===== src/rtl/spi_slave.sv =====
// SPI slave in the system clock domain: oversampled nCS/DCLK/MOSI, all four SPI modes,
// one-entry tx queue with valid/ready, rx byte strobe, underrun and abort pulses.
module spi_slave #(
    parameter int unsigned SYNC_STAGES = 2,
    parameter logic [7:0]  IDLE_FILL   = 8'hFF
) (
    input  logic       sys_clk,
    input  logic       rst,
    input  logic       nCS,
    input  logic       DCLK,
    input  logic       MOSI,
    output logic       MISO,
    output logic       MISO_oe,
    input  logic       CPOL,
    input  logic       CPHA,
    input  logic [7:0] tx_data,
    input  logic       tx_valid,
    output logic       tx_ready,
    output logic [7:0] rx_data,
    output logic       rx_valid,
    output logic       busy,
    output logic       tx_underrun,
    output logic       frame_abort
);

    typedef enum logic [0:0] {
        IDLE   = 1'b0,
        ACTIVE = 1'b1
    } state_e;

    logic [SYNC_STAGES-1:0] ncs_sync_q;
    logic [SYNC_STAGES-1:0] dclk_sync_q;
    logic [SYNC_STAGES-1:0] mosi_sync_q;
    logic [SYNC_STAGES-1:0] flush_q;

    state_e     state_q;
    logic       ncs_prev_q;
    logic       dclk_prev_q;
    logic       cpol_q;
    logic       cpha_q;
    logic [2:0] bit_cnt_q;
    logic [7:0] rx_shift_q;
    logic [7:0] rx_data_q;
    logic [7:0] tx_shift_q;
    logic [7:0] queue_q;
    logic [7:0] queue_d;
    logic       queue_full_q;
    logic       queue_full_d;
    logic       tx_ready_q;
    logic       rx_valid_q;
    logic       underrun_q;
    logic       abort_q;
    logic       busy_q;
    logic       miso_oe_q;

    logic       ncs_s;
    logic       dclk_s;
    logic       mosi_s;
    logic       sync_ok_s;
    logic       dclk_edge_s;
    logic       lead_s;
    logic       trail_s;
    logic       sample_s;
    logic       shift_s;
    logic       start_s;
    logic       stop_s;
    logic       done_s;
    logic       load_s;
    logic       capture_s;
    logic [7:0] load_byte_s;
    logic       underrun_s;

    // Synchronizer chains; flush_q marks when the chains hold only post-reset pin samples.
    always_ff @(posedge sys_clk) begin
        if (rst) begin
            ncs_sync_q  <= '1;
            dclk_sync_q <= '0;
            mosi_sync_q <= '0;
            flush_q     <= '0;
        end else begin
            ncs_sync_q  <= {ncs_sync_q[SYNC_STAGES-2:0], nCS};
            dclk_sync_q <= {dclk_sync_q[SYNC_STAGES-2:0], DCLK};
            mosi_sync_q <= {mosi_sync_q[SYNC_STAGES-2:0], MOSI};
            flush_q     <= {flush_q[SYNC_STAGES-2:0], 1'b1};
        end
    end

    assign ncs_s     = ncs_sync_q[SYNC_STAGES-1];
    assign dclk_s    = dclk_sync_q[SYNC_STAGES-1];
    assign mosi_s    = mosi_sync_q[SYNC_STAGES-1];
    assign sync_ok_s = flush_q[SYNC_STAGES-1];

    assign dclk_edge_s = (dclk_s != dclk_prev_q) && (state_q == ACTIVE) && !ncs_s;
    assign lead_s      = dclk_edge_s && (dclk_s != cpol_q);
    assign trail_s     = dclk_edge_s && (dclk_s == cpol_q);
    assign sample_s    = cpha_q ? trail_s : lead_s;
    assign shift_s     = cpha_q ? lead_s : trail_s;
    // A select only counts once nCS has been seen high after reset, so a reset mid-frame stays idle.
    assign start_s     = (state_q == IDLE) && sync_ok_s && ncs_prev_q && !ncs_s;
    assign stop_s      = (state_q == ACTIVE) && ncs_s;
    assign done_s      = sample_s && (bit_cnt_q == 3'd7);
    assign load_s      = start_s || done_s;
    assign capture_s   = tx_valid && tx_ready_q;

    // Tx byte selection and queue next state; a capture coinciding with a load bypasses the queue.
    always_comb begin
        load_byte_s  = IDLE_FILL;
        underrun_s   = 1'b0;
        queue_full_d = queue_full_q;
        queue_d      = queue_q;
        if (load_s) begin
            if (capture_s) begin
                load_byte_s = tx_data;
            end else if (queue_full_q) begin
                load_byte_s  = queue_q;
                queue_full_d = 1'b0;
            end else begin
                underrun_s = 1'b1;
            end
        end else if (capture_s) begin
            queue_d      = tx_data;
            queue_full_d = 1'b1;
        end else begin
            queue_full_d = queue_full_q;
        end
    end

    // Frame FSM, shift registers, tx queue and registered outputs.
    always_ff @(posedge sys_clk) begin
        if (rst) begin
            state_q      <= IDLE;
            ncs_prev_q   <= 1'b0;
            dclk_prev_q  <= 1'b0;
            cpol_q       <= 1'b0;
            cpha_q       <= 1'b0;
            bit_cnt_q    <= 3'd0;
            rx_shift_q   <= 8'h00;
            rx_data_q    <= 8'h00;
            tx_shift_q   <= IDLE_FILL;
            queue_q      <= 8'h00;
            queue_full_q <= 1'b0;
            tx_ready_q   <= 1'b0;
            rx_valid_q   <= 1'b0;
            underrun_q   <= 1'b0;
            abort_q      <= 1'b0;
            busy_q       <= 1'b0;
            miso_oe_q    <= 1'b0;
        end else begin
            ncs_prev_q   <= sync_ok_s & ncs_s;
            dclk_prev_q  <= dclk_s;
            queue_q      <= queue_d;
            queue_full_q <= queue_full_d;
            tx_ready_q   <= !queue_full_d;
            rx_valid_q   <= 1'b0;
            underrun_q   <= underrun_s;
            abort_q      <= 1'b0;

            case (state_q)
                IDLE: begin
                    if (start_s) begin
                        state_q   <= ACTIVE;
                        cpol_q    <= CPOL;
                        cpha_q    <= CPHA;
                        busy_q    <= 1'b1;
                        miso_oe_q <= 1'b1;
                        bit_cnt_q <= 3'd0;
                    end
                end
                ACTIVE: begin
                    if (stop_s) begin
                        state_q   <= IDLE;
                        busy_q    <= 1'b0;
                        miso_oe_q <= 1'b0;
                        abort_q   <= (bit_cnt_q != 3'd0);
                        bit_cnt_q <= 3'd0;
                    end
                end
                default: begin
                    state_q   <= IDLE;
                    busy_q    <= 1'b0;
                    miso_oe_q <= 1'b0;
                end
            endcase

            if (sample_s) begin
                rx_shift_q <= {rx_shift_q[6:0], mosi_s};
                bit_cnt_q  <= bit_cnt_q + 3'd1;
                if (done_s) begin
                    rx_data_q  <= {rx_shift_q[6:0], mosi_s};
                    rx_valid_q <= 1'b1;
                end
            end

            // The first shift edge of a byte is skipped: its MSB is already on MISO.
            if (load_s) begin
                tx_shift_q <= load_byte_s;
            end else if (shift_s && (bit_cnt_q != 3'd0)) begin
                tx_shift_q <= {tx_shift_q[6:0], tx_shift_q[7]};
            end
        end
    end

    assign MISO        = tx_shift_q[7];
    assign MISO_oe     = miso_oe_q;
    assign busy        = busy_q;
    assign tx_ready    = tx_ready_q;
    assign rx_data     = rx_data_q;
    assign rx_valid    = rx_valid_q;
    assign tx_underrun = underrun_q;
    assign frame_abort = abort_q;

endmodule


===== config.mk =====
export PLATFORM = sky130hd
export DESIGN_NAME = spi_slave
export DESIGN_NICKNAME = d
export VERILOG_FILES = /design/src/rtl/spi_slave.sv
export SDC_FILE = /design/constraint.sdc
export NUM_CORES = 1
export LEC_CHECK = 0
export CAP_MARGIN = 30
export CORE_UTILIZATION = 48
export CTS_CLUSTER_SIZE = 8
export DETAILED_ROUTE_END_ITERATION = 10
export PLACE_DENSITY = 0.75
export SKIP_LAST_GASP = 1
export SYNTH_ARGS = -nofsm -noshare
export SYNTH_HDL_FRONTEND = slang
export SYNTH_SLANG_ARGS = --single-unit

===== constraint.sdc =====
create_clock -name sys_clk -period 1.6 [get_ports sys_clk]
set_input_delay 0.16 -clock sys_clk [delete_from_list [all_inputs] [get_ports sys_clk]]
set_output_delay 0.16 -clock sys_clk [all_outputs]
set_load 0.01 [all_outputs]

# ---- Word-level counts from Yosys, hierarchy flattened
# Cells that the tools add are included.
dict set report word_totals {
  latch_bits 0
  register_bits 53
  memories 0
  ram_bits 0
  rom_bits 0
}
dict set report classes {
  mul 0
  bitwise 5
  mux 22
  shifts 0
  reduce_logical 24
  magnitude_cmp 0
  div 0
  eq_ne 8
  addsub 1
}
# operator count
set ops {}
lappend ops {{2-to-1 mux 8 bit} 4}
lappend ops {{2-to-1 mux 1 bit} 12}
lappend ops {{logical AND 1 bit} 11}
lappend ops {{AND reduction 2 bit} 5}
lappend ops {{2-to-1 mux 3 bit} 3}
lappend ops {{case mux 3 bit (2 select lines)} 1}
lappend ops {{OR reduction 3 bit} 2}
lappend ops {{NOT 1 bit} 4}
lappend ops {{case mux 1 bit (2 select lines)} 2}
lappend ops {{adder 3 x 1 -> 3 bit, second input constant} 1}
lappend ops {{equality test 3 bit, second input constant} 1}
lappend ops {{!= test 3 x 1 -> 1 bit, second input constant} 1}
lappend ops {{!= test 3 bit, second input constant} 1}
lappend ops {{nonzero test 3 bit} 1}
lappend ops {{logical NOT 1 bit} 2}
lappend ops {{!= test 1 bit} 2}
lappend ops {{!= test 2 x 1 -> 1 bit, second input constant} 1}
lappend ops {{!= test 2 bit, second input constant} 1}
lappend ops {{nonzero test 2 bit} 1}
lappend ops {{OR reduction 2 bit} 1}
lappend ops {{bitwise AND 1 bit} 1}
lappend ops {{equality test 1 bit} 1}
lappend ops {{logical OR 1 bit} 1}

# ---- Depth between registers and ports, before layout
dict set report depth {
  depth_word 9
  ltp_mapped 7
}

# ---- Worst setup path before layout
# OpenSTA, ideal clock, no wires.
dict set report synth_timing {
  path_type {reg-to-reg}
  start {reg cpha_q}
  end {reg queue_q[7]}
  period_less_slack_ns 1.772
  path_slack_ns -0.172
  n_path_buf 1
  setup_ns 0.132
  arrival_time_ns 1.640
  stages_incl_launch_ff 7
  path_cell_list {dfxtp_1 -> xnor2_1 -> mux2_2 -> a21o_2 -> buf_4 -> o21ai_0 -> a21oi_1}
}
dict set report synth_between {
  elab_chain_cells 5
}
# item line_no
set synth_rtl {}
lappend synth_rtl {{start: declaration} 40} ;# logic cpha_q;
lappend synth_rtl {{start signal: assignment} 135} ;# cpha_q <= 1'b0;
lappend synth_rtl {{start signal: assignment} 163} ;# cpha_q <= CPHA;
lappend synth_rtl {{2-to-1 mux 1 bit} 96} ;# assign sample_s = cpha_q ? trail_s : lead_s;
lappend synth_rtl {{logical AND 1 bit} 101} ;# assign done_s = sample_s && (bit_cnt_q == 3'd7);
lappend synth_rtl {{logical OR 1 bit} 102} ;# assign load_s = start_s || done_s;
lappend synth_rtl {{NOT 1 bit (no line)} --}
lappend synth_rtl {{AND reduction 2 bit (no line)} --}
lappend synth_rtl {{end signal: assignment} 151} ;# queue_q <= queue_d;
lappend synth_rtl {{end: declaration} 45} ;# logic [7:0] queue_q;
# No other way between the ends.
# A chain may end at the register's enable or synchronous reset.

# ---- Final worst setup path
dict set report layout_timing {
  start {reg bit_cnt_q[0]}
  end {reg tx_shift_q[0]}
}
dict set report layout_between {
  elab_chain_cells 4
}
# item line_no
set layout_rtl {}
lappend layout_rtl {{start: declaration} 41} ;# logic [2:0] bit_cnt_q;
lappend layout_rtl {{start signal: assignment} 187} ;# bit_cnt_q <= bit_cnt_q + 3'd1;
lappend layout_rtl {{equality test 3 bit} 101}
lappend layout_rtl {{logical AND 1 bit} 101}
lappend layout_rtl {{logical OR 1 bit} 102}
lappend layout_rtl {{2-to-1 mux 8 bit / nonzero test 2 bit (equally long branches)} --}
lappend layout_rtl {{end signal: assignment} 196} ;# tx_shift_q <= load_byte_s;
lappend layout_rtl {{end signal: assignment} 198} ;# tx_shift_q <= {tx_shift_q[6:0], tx_shift_q[7]};
lappend layout_rtl {{end: declaration} 44} ;# logic [7:0] tx_shift_q;
# Several ways; a longest one is shown, not always the timed one.

==> flow_summary.html <==
<table>
<tr><th>Metric</th><th>Value</th></tr>
<tr><th colspan="2">Worst setup path</th></tr>
<tr><td>Launching element type of the critical path</td><td>register</td></tr>
<tr><td>Cell chain of the critical path</td><td>inv_2 &gt; ha_4 &gt; nor2b_4 &gt; or4_4 &gt; mux2i_2 &gt; o211ai_1</td></tr>
<tr><td>Worst-path cell with the longest stage delay</td><td>sky130_fd_sc_hd__or4_4</td></tr>
<tr><td>Required time reported for the critical path endpoint</td><td>1.77 ns</td></tr>
<tr><td>Endpoint arrival time on the critical path</td><td>1.94 ns</td></tr>
<tr><td>Max Fanout on Critical Path</td><td>8</td></tr>
<tr><td>Worst path max stage delay</td><td>0.61 ns</td></tr>
<tr><td>R2R Setup Slk</td><td>-0.17 ns</td></tr>
<tr><td>Category of the most critical setup path</td><td>reg -&gt; reg</td></tr>
<tr><td>Endpoint kind of the worst setup timing path</td><td>register</td></tr>
<tr><th colspan="2">Logic synthesis</th></tr>
<tr><td>Yosys top cell by area</td><td>sky130_fd_sc_hd__dfxtp_1</td></tr>
<tr><td>Prevailing post-synth register cell</td><td>sky130_fd_sc_hd__dfxtp_1</td></tr>
<tr><td>Most frequent cells after synthesis</td><td>sky130_fd_sc_hd__dfxtp_1 (53), sky130_fd_sc_hd__nand2_1 (49), sky130_fd_sc_hd__a21oi_1 (32)</td></tr>
<tr><td>Average footprint of a synthesized cell</td><td>around 9 sq um</td></tr>
<tr><td>Instance count of the mapped netlist</td><td>228</td></tr>
<tr><td>Number of enable flip-flop cells after synthesis</td><td>0</td></tr>
<tr><td>Net count of the mapped netlist</td><td>about 250</td></tr>
<tr><td>Synthesis warning total</td><td>0</td></tr>
<tr><td>Synthesized flop and latch total</td><td>53</td></tr>
<tr><td>Share of the synthesized area in the top cell type</td><td>between 50% and 60%</td></tr>
<tr><td>Async set-reset flop share out of synthesis</td><td>0%</td></tr>
<tr><td>Cells taking the most area after synthesis</td><td>sky130_fd_sc_hd__dfxtp_1 (51%), sky130_fd_sc_hd__nand2_1 (8.8%), sky130_fd_sc_hd__a21oi_1 (7.7%), sky130_fd_sc_hd__o211ai_1 (5.8%), sky130_fd_sc_hd__mux2i_1 (4.3%)</td></tr>
<tr><td>Most common cell in the synthesized netlist</td><td>sky130_fd_sc_hd__dfxtp_1</td></tr>
<tr><td>Netlist cell types</td><td>32</td></tr>
<tr><td>Share of synthesized area occupied by flip-flops and latches</td><td>50.9%</td></tr>
<tr><td>Synthesized area</td><td>0.00208 sq mm</td></tr>
<tr><th colspan="2">Status</th></tr>
<tr><td>Status</td><td>complete, but fails checks</td></tr>
<tr><td>Violations in the final reports</td><td>negative setup slack</td></tr>
<tr><th colspan="2">Clock network</th></tr>
<tr><td>Total clock buffers created by CTS</td><td>5</td></tr>
<tr><td>Maximum buffer depth of the clock tree</td><td>2</td></tr>
<tr><td>Number of clock sinks</td><td>53</td></tr>
<tr><td>TritonCTS clock tree</td><td>yes</td></tr>
<tr><td># H-tree levels</td><td>2</td></tr>
<tr><td>Post-CTS Hold Buffers</td><td>0</td></tr>
<tr><td>Clock root buffer master</td><td>sky130_fd_sc_hd__clkbuf_8</td></tr>
<tr><td>Worst-path clk slew</td><td>roughly 0.090 ns</td></tr>
<tr><td>Worst-Skew Late Latency</td><td>0.30 ns</td></tr>
<tr><th colspan="2">Routing</th></tr>
<tr><td>Antenna Violating Nets Remaining</td><td>0</td></tr>
<tr><td>Detailed-route DRC error count</td><td>0</td></tr>
<tr><td>Mean number of vias per cell</td><td>5.27</td></tr>
<tr><td>Router iterations before antenna repair</td><td>7</td></tr>
<tr><td>Number of DRC markers after the initial detailed-route iteration</td><td>130</td></tr>
<tr><td>Count of vias placed by the detailed router</td><td>1686</td></tr>
<tr><td>WL per Instance</td><td>13.4 um</td></tr>
<tr><td>Post-Route WL</td><td>4.30 mm</td></tr>
<tr><th colspan="2">Die</th></tr>
<tr><td># rows</td><td>23</td></tr>
<tr><td>Number of top-level pins</td><td>31</td></tr>
<tr><td>Die Wd</td><td>between 60 and 70 um</td></tr>
<tr><td>Die Y</td><td>67.9 um</td></tr>
<tr><td>Core area</td><td>slightly above 0.004 sq mm</td></tr>
<tr><td>Floorplan die area</td><td>between 0.004 and 0.005 sq mm</td></tr>
<tr><td>Initial core utilization</td><td>51.0%</td></tr>
<tr><th colspan="2">STA</th></tr>
<tr><td>Setup violations, final</td><td>10</td></tr>
<tr><td>Final worst clock skew</td><td>between 0.006 and 0.007 ns</td></tr>
<tr><td>Slew at the pin closest to its max-slew limit</td><td>0.364 ns</td></tr>
<tr><td>Final critical-path required period</td><td>1.77 ns</td></tr>
<tr><td>Pins Over Slew Limit</td><td>0</td></tr>
<tr><td>Max frequency</td><td>approximately 570 MHz</td></tr>
<tr><td>Relative slew slack</td><td>75.7%</td></tr>
<tr><td>Final period utilization</td><td>111%</td></tr>
<tr><td>Final worst slack</td><td>-0.168 ns</td></tr>
<tr><td>Unrepaired setup endpoints after global routing</td><td>yes</td></tr>
<tr><td>Number of hold-slack violations in the final timing report</td><td>0</td></tr>
<tr><th colspan="2">Placement</th></tr>
<tr><td>Dpl cells</td><td>310</td></tr>
<tr><td>Routability cong.</td><td>roughly 0.75</td></tr>
<tr><td>Number of buffers added on ports</td><td>30</td></tr>
<tr><td>Placement Cell Area</td><td>0.00256 sq mm</td></tr>
<tr><td>Detailed placement HPWL</td><td>2.94 mm</td></tr>
<tr><th colspan="2">GRT</th></tr>
<tr><td>Pin count of the biggest net entering global routing</td><td>27</td></tr>
<tr><td>Global-route wire length before repair</td><td>7.17 mm</td></tr>
<tr><td>Number of global-route vias before repair</td><td>1575</td></tr>
<tr><td>Total GRT Usage</td><td>20.9%</td></tr>
<tr><td>Congestion Overflow GR</td><td>0</td></tr>
<tr><td>Initial antenna violation count</td><td>0</td></tr>
<tr><th colspan="2">Hold path</th></tr>
<tr><td>Worst min path class</td><td>in -&gt; reg</td></tr>
<tr><th colspan="2">Final layout</th></tr>
<tr><td>Diode insertion count for antenna repair</td><td>0</td></tr>
<tr><td>Summed area of non-filler cells in the final layout</td><td>~0.0028 sq mm</td></tr>
<tr><td>Final std cells w/o fill</td><td>320</td></tr>
<tr><td>Fraction of layout instances using a drive strength above 1</td><td>18.1%</td></tr>
<tr><td>Layout overhead on the synthesized area</td><td>32.5%</td></tr>
<tr><td>Nets</td><td>288</td></tr>
<tr><th colspan="2">Run</th></tr>
<tr><td>Max-Cap Viols</td><td>0</td></tr>
<tr><th colspan="2">Power and ir drop</th></tr>
<tr><td>Worst-case vdd ir drop</td><td>0.631 mV</td></tr>
<tr><td>Leakage power</td><td>1.01 nW</td></tr>
<tr><td>Power density over the cells</td><td>883 mW/mm^2</td></tr>
</table>
-- cells in the final DEF, fill, tap and decap left out, types with 3 or more instances in the layout --
master,n
sky130_fd_sc_hd__nand2_1,49
sky130_fd_sc_hd__dfxtp_1,47
sky130_fd_sc_hd__a21oi_1,31
sky130_fd_sc_hd__clkdlybuf4s50_1,30
sky130_fd_sc_hd__o211ai_1,16
sky130_fd_sc_hd__buf_4,15
sky130_fd_sc_hd__mux2i_1,8
sky130_fd_sc_hd__nand3b_1,8
sky130_fd_sc_hd__nor2b_1,6
sky130_fd_sc_hd__o21ai_1,6
sky130_fd_sc_hd__clkbuf_8,6
sky130_fd_sc_hd__dfxtp_2,4
sky130_fd_sc_hd__nand3_1,3
sky130_fd_sc_hd__nor3_1,3
sky130_fd_sc_hd__buf_12,3
-- worst max-delay path: cells and delay by family, from the launching register on --
| kind | cells | cell delay (ns) |
|---|---|---|
| flip-flops | 1 | 0.36 |
| multiplexers | 1 | 0.24 |
| AO/OA/AOI/OAI | 1 | 0.11 |
| AND/OR/NAND/NOR | 2 | 0.73 |
| adder cells (fa/ha/maj) | 1 | 0.14 |
| buffers and inverters | 1 | 0.06 |
-- logic make-up after synthesis --
group | Yosys count | share of synthesized area, %
flip-flops | 53 | 50.9
XOR/XNOR | 1 | 0.420
AO/OA/AOI/OAI | 61 | 17.8
buffers and inverters | 18 | 4.26
AND/OR/NAND/NOR | 82 | 19.9
multiplexers | 10 | 4.86
adder cells (fa/ha/maj) | 3 | 1.80
-- final cells by class --
type                            count  area [sq um]
Tap cell                           50          62.6
Clock inverter                      1          30.0
Clock buffer                        7          86.3
Multi-Input combinational cell    158          1020
Fill cell                         329          1330
Inverter                            3          11.3
Sequential cell                    53          1070
Timing Repair Buffer               48           473
-- flip-flops by register name (all words and copies together) (netlist names), 2 cells and up --
signal / count
bit_cnt_q: 3
queue_q: 8
rx_data: 8
rx_shift_q: 7
flush_q: 2
ncs_sync_q: 2
tx_shift_q: 8
mosi_sync_q: 2
dclk_sync_q: 2
-- repair_timing --
item | CTS | global route
gates cloned | 1 | 0
setup endpoints to repair | 18 | 28
resized for setup | 9 | 10
buffers inserted | 0 | 1
pin swaps | 4 | 3
-- metrics by stage --
step	hold slack, ns	power (mW)	setup WS (ns)	setup TNS [ns]	util [%]
2_1_floorplan	0.264	1.46	-0.0449	-0.290	-
3_3_place_gp	0.397	1.54	-0.0961	-0.742	62.7
3_5_place_dp	0.416	1.54	-0.133	-1.21	62.7
4_1_cts	0.392	2.46	-0.156	-1.03	66.5
5_1_grt	0.394	2.54	-0.198	-2.06	67.5
6_report	0.397	2.44	-0.168	-0.847	67.5
-- layer usage --
metal	up-vias	wire (um)	global-route usage, %
li1	866	-	-
met1	779	2020	27.2
met2	37	2040	34.4
met3	4	190	5.00
met4	0	45	5.73
met5	-	0	0
-- final timing paths --
path,from,to,depth (start not counted)
setup / recovery,bit_cnt_q[0],tx_shift_q[0],6
hold / removal,CPHA,cpha_q,3
setup reg to reg,bit_cnt_q[0],tx_shift_q[0],6
hold reg to reg,ncs_sync_q[0],ncs_sync_q[1],1
-- where the power goes --
part | total, mW | internal [mW] | leakage (nW) | switching [mW]
Sequential | 1.36 | 1.34 | 0.434 | 0.0181
Clock | 0.923 | 0.510 | 0.0585 | 0.412
Combinational | 0.155 | 0.0854 | 0.521 | 0.0693
Total | 2.44 | 1.94 | 1.01 | 0.500
Power figures use the tool's default switching activity.
